### src/rtl/bullet_scheduler.sv
// Bullet slot pool: allocates slots on fire, steps live slots on each movement
// tick, retires hit or off-screen slots, and time-shares one pixel-plot port.
module bullet_scheduler #(
  parameter int NUM_BULLETS = 4,
  parameter int TICK_DIV    = 12500000,
  parameter int X_MAX       = 159,
  parameter int Y_MAX       = 119
) (
  input  logic                   clk,
  input  logic                   reset,
  input  logic                   fire,
  input  logic [7:0]             ship_x,
  input  logic [6:0]             ship_y,
  input  logic [1:0]             dir_x,
  input  logic [1:0]             dir_y,
  input  logic [NUM_BULLETS-1:0] hit,
  input  logic                   plot_ready,
  output logic                   plot,
  output logic [7:0]             plot_x,
  output logic [6:0]             plot_y,
  output logic [2:0]             plot_colour,
  output logic [NUM_BULLETS-1:0] active,
  output logic                   fire_ack,
  output logic                   fire_drop
);

  localparam int CW = $clog2(TICK_DIV);
  localparam int IW = (NUM_BULLETS > 1) ? $clog2(NUM_BULLETS) : 1;
  localparam logic [7:0] XM = 8'(X_MAX);
  localparam logic [6:0] YM = 7'(Y_MAX);

  typedef enum logic [2:0] {
    S_IDLE  = 3'd0,
    S_ALLOC = 3'd1,
    S_SPAWN = 3'd2,
    S_SCAN  = 3'd3,
    S_ERASE = 3'd4,
    S_MOVE  = 3'd5,
    S_DRAW  = 3'd6
  } state_t;

  // Direction code 11 is meaningless and behaves as hold.
  function automatic logic [1:0] eff_dir(input logic [1:0] d);
    eff_dir = (d == 2'b11) ? 2'b00 : d;
  endfunction

  function automatic logic [7:0] step_x(input logic [1:0] d);
    case (d)
      2'b01:   step_x = 8'd1;
      2'b10:   step_x = 8'hFF;
      default: step_x = 8'd0;
    endcase
  endfunction

  function automatic logic [6:0] step_y(input logic [1:0] d);
    case (d)
      2'b01:   step_y = 7'd1;
      2'b10:   step_y = 7'h7F;
      default: step_y = 7'd0;
    endcase
  endfunction

  function automatic logic on_edge(input logic [7:0] x, input logic [6:0] y);
    on_edge = (x == 8'd0) || (x == XM) || (y == 7'd0) || (y == YM);
  endfunction

  state_t                 state_r;
  logic [CW-1:0]          tick_cnt_r;
  logic [IW-1:0]          idx_r;
  logic                   tick_pend_r;
  logic                   sweep_tick_r;
  logic                   fire_pend_r;
  logic                   kill_now_r;
  logic                   ack_pend_r;
  logic [NUM_BULLETS-1:0] kill_pend_r;
  logic [NUM_BULLETS-1:0] active_r;
  logic [7:0]             fire_x_r;
  logic [6:0]             fire_y_r;
  logic [1:0]             fire_dx_r;
  logic [1:0]             fire_dy_r;
  logic [7:0]             pos_x_r [NUM_BULLETS];
  logic [6:0]             pos_y_r [NUM_BULLETS];
  logic [1:0]             dx_r    [NUM_BULLETS];
  logic [1:0]             dy_r    [NUM_BULLETS];
  logic                   plot_r;
  logic [7:0]             plot_x_r;
  logic [6:0]             plot_y_r;
  logic [2:0]             plot_colour_r;
  logic                   fire_ack_r;
  logic                   fire_drop_r;

  logic                   tick_evt_s;
  logic                   transfer_s;
  logic                   last_s;
  logic                   free_found_s;
  logic [IW-1:0]          free_idx_s;
  logic                   spawn_bad_s;
  logic [7:0]             nx_s;
  logic [6:0]             ny_s;
  logic                   new_edge_s;

  // Movement divider: counts down and reloads, one step event per period
  always_ff @(posedge clk) begin
    if (reset) begin
      tick_cnt_r <= CW'(TICK_DIV - 1);
    end else if (tick_cnt_r == {CW{1'b0}}) begin
      tick_cnt_r <= CW'(TICK_DIV - 1);
    end else begin
      tick_cnt_r <= tick_cnt_r - CW'(1);
    end
  end

  // Lowest free slot, spawn validity and the moved position of the current slot
  always_comb begin
    free_found_s = 1'b0;
    free_idx_s   = {IW{1'b0}};
    for (int i = NUM_BULLETS - 1; i >= 0; i--) begin
      free_found_s = active_r[i] ? free_found_s : 1'b1;
      free_idx_s   = active_r[i] ? free_idx_s : IW'(i);
    end
    tick_evt_s  = (tick_cnt_r == {CW{1'b0}});
    transfer_s  = plot_r & plot_ready;
    last_s      = (idx_r == IW'(NUM_BULLETS - 1));
    spawn_bad_s = !free_found_s || ((fire_dx_r == 2'b00) && (fire_dy_r == 2'b00))
                  || on_edge(fire_x_r, fire_y_r);
    nx_s        = pos_x_r[idx_r] + step_x(dx_r[idx_r]);
    ny_s        = pos_y_r[idx_r] + step_y(dy_r[idx_r]);
    new_edge_s  = on_edge(nx_s, ny_s);
  end

  // Sequencer: request bookkeeping, slot state and the registered pixel port
  always_ff @(posedge clk) begin
    if (reset) begin
      state_r       <= S_IDLE;
      idx_r         <= {IW{1'b0}};
      tick_pend_r   <= 1'b0;
      sweep_tick_r  <= 1'b0;
      fire_pend_r   <= 1'b0;
      kill_now_r    <= 1'b0;
      ack_pend_r    <= 1'b0;
      kill_pend_r   <= {NUM_BULLETS{1'b0}};
      active_r      <= {NUM_BULLETS{1'b0}};
      fire_x_r      <= 8'd0;
      fire_y_r      <= 7'd0;
      fire_dx_r     <= 2'b00;
      fire_dy_r     <= 2'b00;
      plot_r        <= 1'b0;
      plot_x_r      <= 8'd0;
      plot_y_r      <= 7'd0;
      plot_colour_r <= 3'b000;
      fire_ack_r    <= 1'b0;
      fire_drop_r   <= 1'b0;
      for (int i = 0; i < NUM_BULLETS; i++) begin
        pos_x_r[i] <= 8'd0;
        pos_y_r[i] <= 7'd0;
        dx_r[i]    <= 2'b00;
        dy_r[i]    <= 2'b00;
      end
    end else begin
      fire_ack_r  <= 1'b0;
      fire_drop_r <= 1'b0;
      // A step arriving while one is already pending is simply absorbed.
      if (tick_evt_s) tick_pend_r <= 1'b1;
      // Hits on dead slots are ignored; live-slot hits stay pending until handled.
      kill_pend_r <= kill_pend_r | (hit & active_r);
      if (fire) begin
        if (fire_pend_r) begin
          fire_drop_r <= 1'b1;
        end else begin
          fire_pend_r <= 1'b1;
          fire_x_r    <= ship_x;
          fire_y_r    <= ship_y;
          fire_dx_r   <= eff_dir(dir_x);
          fire_dy_r   <= eff_dir(dir_y);
        end
      end
      case (state_r)
        S_IDLE: begin
          if (fire_pend_r) begin
            state_r <= S_ALLOC;
          end else if (tick_pend_r || (|kill_pend_r)) begin
            state_r      <= S_SCAN;
            idx_r        <= {IW{1'b0}};
            sweep_tick_r <= tick_pend_r;
          end
        end
        S_ALLOC: begin
          fire_pend_r <= 1'b0;
          if (spawn_bad_s) begin
            fire_drop_r <= 1'b1;
            state_r     <= S_IDLE;
          end else begin
            idx_r                   <= free_idx_s;
            active_r[free_idx_s]    <= 1'b1;
            kill_pend_r[free_idx_s] <= 1'b0;
            pos_x_r[free_idx_s]     <= fire_x_r;
            pos_y_r[free_idx_s]     <= fire_y_r;
            dx_r[free_idx_s]        <= fire_dx_r;
            dy_r[free_idx_s]        <= fire_dy_r;
            plot_r                  <= 1'b1;
            plot_x_r                <= fire_x_r;
            plot_y_r                <= fire_y_r;
            plot_colour_r           <= 3'b111;
            ack_pend_r              <= 1'b0;
            state_r                 <= S_SPAWN;
          end
        end
        S_SPAWN: begin
          // Acknowledge only one cycle after the spawn pixel has been accepted.
          if (transfer_s) begin
            plot_r     <= 1'b0;
            ack_pend_r <= 1'b1;
          end else if (ack_pend_r) begin
            fire_ack_r <= 1'b1;
            ack_pend_r <= 1'b0;
            state_r    <= S_IDLE;
          end
        end
        S_SCAN: begin
          if (active_r[idx_r] && (kill_pend_r[idx_r] || sweep_tick_r)) begin
            // Kill decision is frozen here; later hits wait for the next visit.
            kill_now_r    <= kill_pend_r[idx_r];
            plot_r        <= 1'b1;
            plot_x_r      <= pos_x_r[idx_r];
            plot_y_r      <= pos_y_r[idx_r];
            plot_colour_r <= 3'b000;
            state_r       <= S_ERASE;
          end else if (last_s) begin
            if (sweep_tick_r) tick_pend_r <= 1'b0;
            state_r <= S_IDLE;
          end else begin
            idx_r <= idx_r + IW'(1);
          end
        end
        S_ERASE: begin
          if (transfer_s) begin
            plot_r  <= 1'b0;
            state_r <= S_MOVE;
          end
        end
        S_MOVE: begin
          if (kill_now_r || !sweep_tick_r || new_edge_s) begin
            if (kill_now_r || (sweep_tick_r && new_edge_s)) begin
              active_r[idx_r]    <= 1'b0;
              kill_pend_r[idx_r] <= 1'b0;
            end
            if (last_s) begin
              if (sweep_tick_r) tick_pend_r <= 1'b0;
              state_r <= S_IDLE;
            end else begin
              idx_r   <= idx_r + IW'(1);
              state_r <= S_SCAN;
            end
          end else begin
            pos_x_r[idx_r] <= nx_s;
            pos_y_r[idx_r] <= ny_s;
            plot_r         <= 1'b1;
            plot_x_r       <= nx_s;
            plot_y_r       <= ny_s;
            plot_colour_r  <= 3'b111;
            state_r        <= S_DRAW;
          end
        end
        S_DRAW: begin
          if (transfer_s) begin
            plot_r <= 1'b0;
            if (last_s) begin
              if (sweep_tick_r) tick_pend_r <= 1'b0;
              state_r <= S_IDLE;
            end else begin
              idx_r   <= idx_r + IW'(1);
              state_r <= S_SCAN;
            end
          end
        end
        default: begin
          plot_r  <= 1'b0;
          state_r <= S_IDLE;
        end
      endcase
    end
  end

  assign plot        = plot_r;
  assign plot_x      = plot_x_r;
  assign plot_y      = plot_y_r;
  assign plot_colour = plot_colour_r;
  assign active      = active_r;
  assign fire_ack    = fire_ack_r;
  assign fire_drop   = fire_drop_r;

endmodule

### config.mk
export PLATFORM = sky130hd
export DESIGN_NAME = bullet_scheduler
export DESIGN_NICKNAME = d
export VERILOG_FILES = /design/src/rtl/bullet_scheduler.sv
export SDC_FILE = /design/constraint.sdc
export NUM_CORES = 1
export LEC_CHECK = 0
export CORE_UTILIZATION = 25
export DETAILED_ROUTE_END_ITERATION = 8
export SLEW_MARGIN = 20
export SYNTH_ARGS = -nofsm -noshare
export SYNTH_HDL_FRONTEND = slang
export SYNTH_SLANG_ARGS = --single-unit
### constraint.sdc
create_clock -name clk -period 5.81 [get_ports clk]
set_input_delay 0.8715 -clock clk [delete_from_list [all_inputs] [get_ports clk]]
set_output_delay 0.8715 -clock clk [all_outputs]
set_load 0.005 [all_outputs]
==> flow_summary.json, run 1 <==
{
  "status": "finished clean",
  "cp_slowest_cell": "a21o_1",
  "die_y_um": 185,
  "synth_top_area_share_pct": 27.4,
  "clk_latency_ps": 430,
  "muxShareOfSynthArea_pct": 6.28,
  "power_density_nw_per_um2": 324,
  "diodes": 0,
  "start_util_pct": 25.5,
  "grt_max_degree": 74,
  "p_total_w": 0.00321,
  "cp-end-kind": "flop",
  "syn_avg_cell_area_um2": 10.0,
  "cts_resized": 0,
  "drt-total-wl_mm": 23.4,
  "hold_violations": 0,
  "drive_above_1_share_pct": 11.4,
  "synth_area_um2": 8330,
  "ys_ff_latch": 158,
  "grt_overflow": 0,
  "drc": 0,
  "cts_hold_buf": 0,
  "fin_skew_ps": 13.6,
  "area_delta_synth_final_pct": 19.0,
  "yosysTopAreaCell": "edfxtp_1",
  "syn_nets": 873,
  "whs_ps": 428,
  "synth.most_common_cell": "nand2_1",
  "tightest_slew_ps": 1150,
  "synth_top_family_by_area": "simple AND/OR/NAND/NOR gates",
  "dp_cells": 1288,
  "drtIter0Drc": 786,
  "place.gp.congestion": 0.877,
  "maxSlewViolCount": 0,
  "crit_arrival_ps": 5490,
  "synth_edf_count": 76,
  "clkSinkCount": 158,
  "io_pins": 52,
  "start_kind": "flop",
  "critPathMaxFanout": 21,
  "synth-main-ff-cell": "dfxtp_1",
  "wl_per_cell_um": 17.7,
  "track_usage_pct": 14.3,
  "cts_buffer_depth": 2,
  "period_share_pct": 93.5,
  "htree_num_levels": 4,
  "post_cts_buffers": 0,
  "fp.dieW_um": 185,
  "row_count": 66,
  "max_freq_mhz": 184,
  "antenna_found_initial": 0,
  "fin_nets": 909,
  "period_needed_ps": 5430,
  "relSlewSlack_pct": 23.1,
  "hpwl_mm": 16.8,
  "synthTopCellsByArea": "edfxtp_1 (27%), dfxtp_1 (20%), mux4_2 (5.7%)",
  "synth-compound-area-share_pct": 17.2,
  "finalSetupTns_ps": 0,
  "yosysSeqAreaShare_pct": 47.1,
  "ant_nets": 0,
  "synth_cells": 829,
  "path_cells": "mux4_2 > inv_1 > ha_1 > inv_1 > fa_1 > nor2b_1 > o31a_1 > a21oi_1 > or4b_1 > mux2i_1 > o21ai_2 > buf_4 > a32oi_1 > a21o_1",
  "core_um2": 32600,
  "tritoncts": "built",
  "ir_worst_vdd_mv": 0.167,
  "path_clk_slew_ps": 70,
  "max_stage_delay_ps": 640,
  "hp-class": "reg -> reg",
  "fin_cells": 1320,
  "cp_common_cell": "inv_1",
  "yosys.area_share.simple_pct": 19.2,
  "grt_pass1_vias": 6602,
  "die_area_um2": 34000,
  "grt_pass1_wl_mm": 37.6,
  "synth_common_cells": "nand2_1 (89), nor2_1 (84), dfxtp_1 (82)",
  "drv_cap": 0,
  "final_util_pct": 30.4,
  "synth-xor-area-share_pct": 3.16,
  "first_pass_iters": 6,
  "leakage_nw": 3.21,
  "rsz0062_at_grt": "no",
  "clockRootBuffer": "clkbuf_16",
  "num_vias": 6788,
  "critPathRequiredTime_ps": 5860,
  "yosys_warnings": 0,
  "ys_async_sr_fraction_pct": 0,
  "crit_type": "reg -> reg",
  "portBuffers": 51,
  "synth.distinct_cells": 70,
  "vias_per_cell": 5.14,
  "synthAdderAreaFrac_pct": 2.73,
  "setup_viol": 0,
  "cts_buffers": 17
}
==> final timing paths <==
kind	from	slack, ps	cells after the start	endpoint
max reg2reg	flop	380	14	pos_x_r[2][0]
min	tick_cnt_r[0]	430	1	tick_cnt_r[0]
max	flop	380	14	pos_x_r[2][0]
min reg2reg	tick_cnt_r[0]	430	1	tick_cnt_r[0]
==> logic make-up (layout without fill, tap and decap cells) <==
| kind of cell | count (synthesis) | count (layout) |
|---|---|---|
| AO/OA/AOI/OAI | 192 | 192 |
| buffers and inverters | 81 | 130 |
| XOR/XNOR | 30 | 30 |
| adder cells (fa/ha/maj) | 17 | 17 |
| AND/OR/NAND/NOR | 325 | 325 |
| flip-flops | 158 | 158 |
| multiplexers | 26 | 26 |
==> cell type report <==
class / instances / area, um^2
flip-flops and latches: 158 / 3920
inverters: 29 / 109
repair buffers: 69 / 643
clock inverters: 13 / 170
well taps: 442 / 553
fillers: 3367 / 22700
multi-input cells: 590 / 4060
clock buffers: 19 / 454
==> through the flow <==
step                setup WS, ps  area (um^2)
floorplan                    280         8330
finish                       378         9910
global route                35.2         9910
detailed placement           454         9280
CTS                          441         9900
global placement             555         9280
==> metal layers <==
layer  vias up  GRT usage (%)  wire length, um
met5         -              0                0
met4         0           4.73              574
met3        40           3.62             1890
met2       299           21.1            10000
met1      3247           20.1            10900
li1       3202              -                -
==> where the power goes <==
| group | switching, W | total [W] | internal, W |
|---|---|---|---|
| clock | 0.000501 | 0.00118 | 0.000679 |
| combinational | 0.000384 | 0.000686 | 0.000302 |
| sequential | 0.0000913 | 0.00134 | 0.00125 |
==> critical path, delay by kind of cell (launching register included) <==
kind / cells / cell delay [ps]
compound gates: 5 / 1370
fa+ha+maj: 2 / 860
buf+inv: 3 / 470
flops: 1 / 540
mux: 2 / 1120
simple gates: 2 / 700
==> layout by cell type (no fill, tap or decap), types with 9 or more instances in the layout <==
| cell | Yosys | final |
|---|---|---|
| xnor2_1 | 19 | 19 |
| a211oi_1 | 22 | 22 |
| nand2b_1 | 15 | 15 |
| mux4_2 | 21 | 21 |
| a31oi_1 | 10 | 10 |
| a311oi_1 | 10 | 10 |
| a32oi_1 | 13 | 12 |
| clkbuf_16 | 0 | 18 |
| a211oi_2 | 9 | 9 |
| nand2_1 | 89 | 89 |
| o21ai_0 | 14 | 14 |
| a21oi_1 | 47 | 47 |
| dfxtp_1 | 82 | 82 |
| a22oi_1 | 10 | 10 |
| a221oi_1 | 9 | 9 |
| clkdlybuf4s50_1 | 0 | 50 |
| nor3_1 | 39 | 39 |
| nor2_1 | 84 | 84 |
| buf_4 | 4 | 19 |
| nor4_1 | 35 | 35 |
| edfxtp_1 | 76 | 76 |
| xor2_1 | 11 | 11 |
| ha_1 | 15 | 15 |
| inv_1 | 29 | 29 |
==> state kept, by name (all words and copies together) (netlist names), 3 cells and up, named ones only <==
register and count:
tick_cnt_r 24, dx_r 8, state_r 3, pos_x_r 32, kill_pend_r 4, fire_x_r 8
dy_r 8, fire_y_r 7, plot_x 8, pos_y_r 28, active 4, plot_y 7
Power figures use the tool's default switching activity.
==> inputs of run 2 (changes only) <==
- HOLD_SLACK_MARGIN: not set -> 0.03
- SKIP_CTS_REPAIR_TIMING: not set -> 1
==> results of run 2 <==
Same layout as run 1: the final DEF is identical, and so are final timing and power.
==> inputs of run 3 (changes only) <==
- CAP_MARGIN: not set -> 10
==> results of run 3 <==
Same layout as run 1: the final DEF is identical, and so are final timing and power.
==> RTL edit: new RTL, settings of run 3 <==
Make the reset (`reset`) asynchronous in 2 clocked blocks.
--- a/src/rtl/bullet_scheduler.sv
+++ b/src/rtl/bullet_scheduler.sv
@@ -101,5 +101,5 @@
 
   // Movement divider: counts down and reloads, one step event per period
-  always_ff @(posedge clk) begin
+  always_ff @(posedge clk or posedge reset) begin
     if (reset) begin
       tick_cnt_r <= CW'(TICK_DIV - 1);
@@ -130,5 +130,5 @@
 
   // Sequencer: request bookkeeping, slot state and the registered pixel port
-  always_ff @(posedge clk) begin
+  always_ff @(posedge clk or posedge reset) begin
     if (reset) begin
       state_r       <= S_IDLE;
Check against the original RTL: differs if reset is asserted again (counterexample within 4 cycles, from zero or initial values and one cycle with reset high); with reset held inactive, the same outputs for 4 cycles.
==> RTL edit against run 3 <==
The flow now finishes with violations (DRC); design area grew 7.2%; clock skew decreased by 4.7 ps; cell count is 8.0% higher; setup slack better by 510 ps; utilization decreased by 0.59 points; die area rose by 9.2%; first-iteration DRC count shrank 6.1%; sequential cell count fell by 2; area after synthesis up 9.3%; routed wire length is 13% higher; worst hold slack gained 45 ps.
Power is not compared: it rests on default switching activity, and its combinational part moved more than twofold at a synthesized area within 25%.
==> RTL edit: results (changes against run 3) <==
met1 GRT Util=20.8% (was 20.1%); Slew HR=38.4% (was 23.1%); complex-gate fraction of the synthesized area=16.9% (was 17.2%); synth top area cells=dfrtp_1 39%, mux2_2 5.9%, nand2_1 5.5%, mux4_2 5.2%, dfstp_2 4.6% (was edfxtp_1 27%, dfxtp_1 20%, mux4_2 5.7%, nand2_1 4.0%, nor2_1 3.8%); DRT iter0 DRCs=738 (was 786); met2 Use GR=22.5% (was 21.1%); status=complete, but fails checks (was complete, no violations); Unique masters post-synth=75 (was 70); first-pass GRT wire length=42200 um (was 37600 um); FFs w/ async S/R, synth=100% (was 0%); Final nets=1000 (was 909); WL met1=12200 um (was 10900 um); Fin Hold WS=474 ps (was 428 ps); crit path max fanout=17 (was 21); drc violations=4 (was 0); failing checks=DRC; DR WL met3=1900 um (was 1890 um); area share of fa/ha/maj cells after synthesis=3.05% (was 2.73%); Vias/cell=5.21 (was 5.14); HPWL after DPL=19100 um (was 16800 um); number of global-route vias before repair=7302 (was 6602); RR Endpoint=plot_x[5]$_DFFE_PP0P_ (was pos_x_r[2][0]$_SDFFCE_PN0P_); CP max-delay cell=a31oi_4 (was a21o_1); ANT cells=0 (unchanged); slowest cell delay on critical path=610 ps (was 640 ps); Post-synth top cells=140 x dfrtp_1, 133 x nand2_1, 73 x o21ai_0 (was 89 x nand2_1, 84 x nor2_1, 82 x dfxtp_1); total wire length=26300 um (was 23400 um); Hold Startpoint=tick_cnt_r[0]$_DFF_PP1_ (was tick_cnt_r[0]$_SDFF_PP1_); DRT Pass-1 Iters=7 (was 6); flop-to-flop setup slack=890 ps (was 380 ps); clock skew=8.86 ps (was 13.6 ps)
RTL edit: power by group through the flow:
stage	combinational [mW]	sequential (mW)	clock [mW]
global placement	2.81	1.86	0
detailed placement	2.85	1.87	0
finish	2.89	1.86	1.05
floorplan	2.10	1.64	0
global route	3.15	1.91	1.12
CTS	2.86	1.85	1.07
RTL edit: per-stage QoR:
| step | setup WS, ps | total power, mW | instances | cell area [um2] |
|---|---|---|---|---|
| 2_1_floorplan | 552 | 3.75 | 921 | 9100 |
| 3_3_place_gp | 964 | 4.67 | 1394 | 10100 |
| 3_5_place_dp | 894 | 4.71 | 1394 | 10100 |
| 4_1_cts | 865 | 5.77 | 1425 | 10600 |
| 5_1_grt | 617 | 6.18 | 1425 | 10600 |
| 6_report | 885 | 5.80 | 1425 | 10600 |
RTL edit: cell type report:
| class | count | area, um2 |
|---|---|---|
| clock buffer | 18 | 429 |
| multi-input combinational | 688 | 4850 |
| fill | 3693 | 25000 |
| timing repair buffer | 71 | 661 |
| clock inverter | 13 | 111 |
| tap | 461 | 577 |
| sequential | 156 | 3920 |
| inverter | 18 | 72.6 |
RTL edit: how the worst max path moves through the flow:
stage	startpoint	to	slack, ps	depth (start not counted)
3_3_place_gp	idx_r[0]$_DFFE_PP0P_	plot_y[6]$_DFFE_PP0P_	960	14
4_1_cts	idx_r[0]$_DFFE_PP0P_	plot_x[5]$_DFFE_PP0P_	860	14
6_report	idx_r[0]$_DFFE_PP0P_	plot_x[5]$_DFFE_PP0P_	890	14
2_1_floorplan	idx_r[0]$_DFFE_PP0P_	plot_x[0]$_DFFE_PP0P_	550	17
3_5_place_dp	idx_r[0]$_DFFE_PP0P_	plot_x[5]$_DFFE_PP0P_	890	14
5_1_grt	idx_r[0]$_DFFE_PP0P_	plot_x[7]$_DFFE_PP0P_	620	12
